--- src/rtl/param_rx_responder.sv ---
// MBINIT.PARAM partner side: waits for the remote configuration request,
// negotiates it against local capabilities and returns the response.
module param_rx_responder #(
   parameter int SB_MSG_Width   = 4,
   parameter int PARAM_W        = 16,
   parameter int TIMEOUT_CYCLES = 255
) (
   input  logic                    i_clk,
   input  logic                    i_rst,
   input  logic                    i_MBINIT_en,
   input  logic                    i_sb_busy,
   input  logic                    i_falling_edge_busy,
   input  logic                    i_sb_valid,
   input  logic [SB_MSG_Width-1:0] i_decoded_sb_msg,
   input  logic [PARAM_W-1:0]      i_rx_param_data,
   input  logic [PARAM_W-1:0]      i_local_param,
   output logic [SB_MSG_Width-1:0] o_encoded_SB_msg,
   output logic                    o_msg_valid,
   output logic [PARAM_W-1:0]      o_tx_param_data,
   output logic                    o_PARAM_RX_end,
   output logic                    o_error_req
);

   localparam int CNT_W = $clog2(TIMEOUT_CYCLES + 1);
   localparam logic [CNT_W-1:0] TMO_LAST = CNT_W'(TIMEOUT_CYCLES - 1);
   localparam logic [SB_MSG_Width-1:0] MSG_REQ  = SB_MSG_Width'(1);
   localparam logic [SB_MSG_Width-1:0] MSG_RESP = SB_MSG_Width'(2);

   typedef enum logic [2:0] {
      IDLE,
      WAIT_REQ,
      NEGOTIATE,
      SEND_RESP,
      DONE,
      ERROR
   } state_t;

   state_t             state;
   logic [CNT_W-1:0]   tmo_cnt;
   logic [PARAM_W-1:0] remote_q;
   logic [PARAM_W-1:0] neg_w;
   logic [3:0]         rate_w;
   logic               req_hit;
   logic               unused_bits;

   assign req_hit = i_sb_valid && (i_decoded_sb_msg == MSG_REQ);
   assign rate_w  = (remote_q[3:0] < i_local_param[3:0]) ?
                    remote_q[3:0] : i_local_param[3:0];

   // Remote only contributes capability bits; IDs and swing are ours.
   always_comb begin
      neg_w        = '0;
      neg_w[3:0]   = rate_w;
      neg_w[4]     = remote_q[4] & i_local_param[4];
      neg_w[5]     = remote_q[5] & i_local_param[5];
      neg_w[7:6]   = i_local_param[7:6];
      neg_w[8]     = remote_q[8] & i_local_param[8];
      neg_w[13:9]  = i_local_param[13:9];
   end

   assign unused_bits = ^{remote_q[15:9], remote_q[7:6],
                          i_local_param[15:14]};

   always_ff @(posedge i_clk) begin
      if (i_rst) begin
         state            <= IDLE;
         tmo_cnt          <= '0;
         remote_q         <= '0;
         o_encoded_SB_msg <= '0;
         o_msg_valid      <= 1'b0;
         o_tx_param_data  <= '0;
         o_PARAM_RX_end   <= 1'b0;
         o_error_req      <= 1'b0;
      end else if (!i_MBINIT_en) begin
         state            <= IDLE;
         tmo_cnt          <= '0;
         o_encoded_SB_msg <= '0;
         o_msg_valid      <= 1'b0;
         o_tx_param_data  <= '0;
         o_PARAM_RX_end   <= 1'b0;
         o_error_req      <= 1'b0;
      end else begin
         unique case (state)
            IDLE: begin
               tmo_cnt <= '0;
               state   <= WAIT_REQ;
            end
            WAIT_REQ: begin
               // A request in the terminal-count cycle beats the timeout.
               if (req_hit) begin
                  remote_q <= i_rx_param_data;
                  tmo_cnt  <= '0;
                  state    <= NEGOTIATE;
               end else if (tmo_cnt == TMO_LAST) begin
                  tmo_cnt     <= '0;
                  o_error_req <= 1'b1;
                  state       <= ERROR;
               end else begin
                  tmo_cnt <= tmo_cnt + CNT_W'(1);
               end
            end
            NEGOTIATE: begin
               tmo_cnt <= '0;
               if (rate_w == 4'd0) begin
                  o_error_req <= 1'b1;
                  state       <= ERROR;
               end else if (!i_sb_busy) begin
                  o_msg_valid      <= 1'b1;
                  o_encoded_SB_msg <= MSG_RESP;
                  o_tx_param_data  <= neg_w;
                  state            <= SEND_RESP;
               end
            end
            SEND_RESP: begin
               tmo_cnt <= '0;
               if (i_falling_edge_busy) begin
                  o_msg_valid      <= 1'b0;
                  o_encoded_SB_msg <= '0;
                  o_PARAM_RX_end   <= 1'b1;
                  state            <= DONE;
               end
            end
            DONE: begin
               tmo_cnt <= '0;
            end
            ERROR: begin
               tmo_cnt <= '0;
            end
            default: begin
               tmo_cnt <= '0;
               state   <= IDLE;
            end
         endcase
      end
   end

endmodule

--- config.mk ---
export PLATFORM = sky130hd
export DESIGN_NAME = param_rx_responder
export DESIGN_NICKNAME = d
export VERILOG_FILES = /design/src/rtl/param_rx_responder.sv
export SDC_FILE = /design/constraint.sdc
export NUM_CORES = 1
export LEC_CHECK = 0
export CORE_MARGIN = 2
export CORE_UTILIZATION = 44
export DETAILED_ROUTE_END_ITERATION = 6
export PLACE_DENSITY = 0.8
export SETUP_SLACK_MARGIN = 0.5
export SLEW_MARGIN = 10
export SYNTH_ARGS = -nofsm -noshare
export SYNTH_HDL_FRONTEND = slang
export SYNTH_SLANG_ARGS = --single-unit
--- constraint.sdc ---
create_clock -name i_clk -period 2.9 [get_ports i_clk]
set_input_delay 0.435 -clock i_clk [delete_from_list [all_inputs] [get_ports i_clk]]
set_output_delay 0.435 -clock i_clk [all_outputs]
set_load 0.01 [all_outputs]
==> results.json <==
{
  "final.setup.tns_ns": 0,
  "routed_wl_mm": 3.70,
  "path_max_fanout": 6,
  "worst_pin_slew_ns": 0.684,
  "portBuffers": 48,
  "yosysSeqAreaShare": 0.406,
  "cts.sinks": 35,
  "worstSetupPathType": "input pin to flip-flop",
  "initial_core_util": 0.464,
  "drt-initial-drc-count": 27,
  "dpl.hpwl_mm": 2.69,
  "routabilityCongestion": 0.769,
  "setup_viol": 0,
  "die_h_um": 66.6,
  "drv_cap": 0,
  "startpoint_type": "input pin",
  "hold_path.class": "flip-flop to flip-flop",
  "required_ns": 3.05,
  "layout-drive-gt1-share": 0.127,
  "grt_setup_unrepaired": "false",
  "end_kind": "flip-flop",
  "period_share": 0.739,
  "diodes": 0,
  "grt_start_max_net_pins": 23,
  "drc": 0,
  "period_minus_slack_ns": 2.14,
  "synthFlopType": "dfxtp_1",
  "status": "finished clean",
  "r2r_cells": 8,
  "critPathSlowestCell": "clkdlybuf4s50_1",
  "min_path_cells": 2,
  "ys_warn_count": 0,
  "antenna_found_initial": 0,
  "antenna_left": 0,
  "hold_violations": 0,
  "grt_pass1_vias": 1384,
  "cts_tree": "done",
  "overflow": 0,
  "rows": 22,
  "syn-instance-count": 188,
  "power_density_nw_per_um2": 377,
  "dieArea_um2": 4440,
  "clk_pin_slew_ns": 0.07,
  "htree_levels": 2,
  "cp_data_arrival_time_ns": 2.29,
  "grt_pass1_wl_mm": 5.98,
  "dieWidth_um": 66.6,
  "peakVddDrop_mv": 0.312,
  "num_io_pins": 65,
  "layout_setup_ws_ns": 0.756,
  "grtUsageTotal": 0.177,
  "max_freq_ghz": 0.466,
  "drt-vias-per-instance": 4.99,
  "async_reset_ff_frac": 0,
  "slowest_delay_ns": 0.52,
  "cts_buffer_depth": 2,
  "finClkSkew_ns": 0.00457,
  "synth_cell_types": 38,
  "max-slew-margin-rel": 0.544,
  "synth_seq_cells": 35,
  "wl_per_cell_um": 12.6,
  "path_cells": "clkdlybuf4s50_1 -> nor3b_2 -> o21ai_4 -> mux2_4 -> a21oi_4 -> buf_12 -> mux2i_1 -> nor2_1",
  "netlist_area_um2": 1720,
  "vias": 1462,
  "synth-edff-count": 0,
  "area_growth_syn_to_layout_pct": 39.8,
  "clock_latency_ns": 0.28,
  "first_pass_iters": 4,
  "cts-root-buf": "clkbuf_8",
  "fill_cells": 313,
  "maxSlewViolCount": 0,
  "core_area_um2": 3720,
  "p_total_uw": 907,
  "place_ws_ns": 0.0944,
  "num-nets-final": 291,
  "p_leak_uw": 0.000866,
  "numCtsBuffers": 5,
  "syn_area_per_cell_um2": 9.17
}
==> placed cells by master (no fill, tap or decap), drive strengths merged, types with 2 or more instances in the layout <==
cell            n
a211oi          5
a21o            2
a21oi          14
and3            2
buf             6
clkbuf          9
clkdlybuf4s50  45
conb            5
dfxtp          35
dlymetal6s2s    3
ha              5
inv             5
mux2i          17
nand2           9
nand2b          8
nand3           9
nand4           2
nor2           37
nor2b           3
nor3            2
o211ai          2
o31ai           3
xor2            5
==> cells in the mapped netlist (3+ instances only) <==
master	count	area share
inv_1	5	0.011
a211oi_2	4	0.029
nor2b_1	3	0.011
mux2i_1	17	0.099
nand2b_1	8	0.029
nor2_1	34	0.074
buf_4	6	0.026
o31ai_1	3	0.013
ha_1	5	0.036
nand3_1	9	0.026
nand2_1	9	0.020
dfxtp_1	35	0.41
nor2_2	3	0.011
a21oi_1	12	0.035
xor2_1	5	0.025
clkbuf_1	3	0.0065
==> sequential cells by signal (all words and copies together) (netlist names) <==
name,cells
o_error_req,1
remote_q,7
tmo_cnt,8
o_encoded_SB_msg,1
o_tx_param_data,14
state,3
o_PARAM_RX_end,1
==> what timing repair did <==
action	CTS	global route
gates resized for setup	1	4
cloned	0	2
endpoints found under the setup margin	15	18
hold buffers	0	0
pin swaps	1	6
buffers inserted	0	2
==> layout make-up <==
| cell class | count | area [um2] | area share |
|---|---|---|---|
| inverters | 5 | 18.8 | 0.00779 |
| clock buffers | 7 | 76.3 | 0.0317 |
| clock inverters | 1 | 5.00 | 0.00208 |
| well taps | 48 | 60.1 | 0.0249 |
| multi-input cells | 141 | 953 | 0.396 |
| flip-flops and latches | 35 | 701 | 0.291 |
| repair buffers | 56 | 596 | 0.247 |
==> power breakdown <==
part	total (uW)	switching (uW)	internal [uW]
Sequential	487	3.98	483
Clock	334	166	168
Combinational	86.3	35.1	51.2
==> critical path: cells and delay by family <==
| family | cells | cell delay, ns |
|---|---|---|
| buffers and inverters | 2 | 0.68 |
| AND/OR/NAND/NOR | 2 | 0.32 |
| multiplexers | 2 | 0.51 |
| AO/OA/AOI/OAI | 2 | 0.33 |
==> cells by family (layout without fill, tap and decap cells) <==
| group | Yosys count | count (layout) | synth area share |
|---|---|---|---|
| AND/OR/NAND/NOR | 77 | 77 | 0.216 |
| flip-flops | 35 | 35 | 0.406 |
| other | 1 | 5 | 0.00217 |
| AO/OA/AOI/OAI | 30 | 30 | 0.144 |
| XOR/XNOR | 6 | 6 | 0.0305 |
| multiplexers | 18 | 18 | 0.107 |
| buffers and inverters | 16 | 69 | 0.0566 |
| adder cells (fa/ha/maj) | 5 | 5 | 0.0363 |
==> path summary, 6_finish.rpt <==
kind                               startpoint                              end  slack, ns
hold reg to reg   o_PARAM_RX_end$_SDFFE_PP0P_      o_PARAM_RX_end$_SDFFE_PP0P_       0.45
hold / removal    o_PARAM_RX_end$_SDFFE_PP0P_      o_PARAM_RX_end$_SDFFE_PP0P_       0.45
setup reg to reg     remote_q[1]$_SDFFE_PP0P_  o_tx_param_data[6]$_SDFFE_PP0P_       0.84
setup / recovery             i_local_param[0]  o_tx_param_data[6]$_SDFFE_PP0P_       0.76
==> per-stage QoR <==
stage          hold slack, ns  instances   util  cell area [um2]
2_1_floorplan           0.447        192      -             1740
3_3_place_gp            0.433        281  0.604             2240
3_5_place_dp            0.440        281  0.604             2240
4_1_cts                 0.451        289  0.629             2340
5_1_grt                 0.475        293  0.648             2410
6_report                0.455        293  0.648             2410
==> per-layer routing <==
metal / vias up / part of all wire / global-route usage
li1: 749 / - / -
met1: 665 / 0.46 / 0.210
met2: 43 / 0.45 / 0.284
met3: 5 / 0.087 / 0.0912
met4: 0 / 0.0070 / 0.0383
met5: - / 0 / 0
Power figures use the tool's default switching activity.
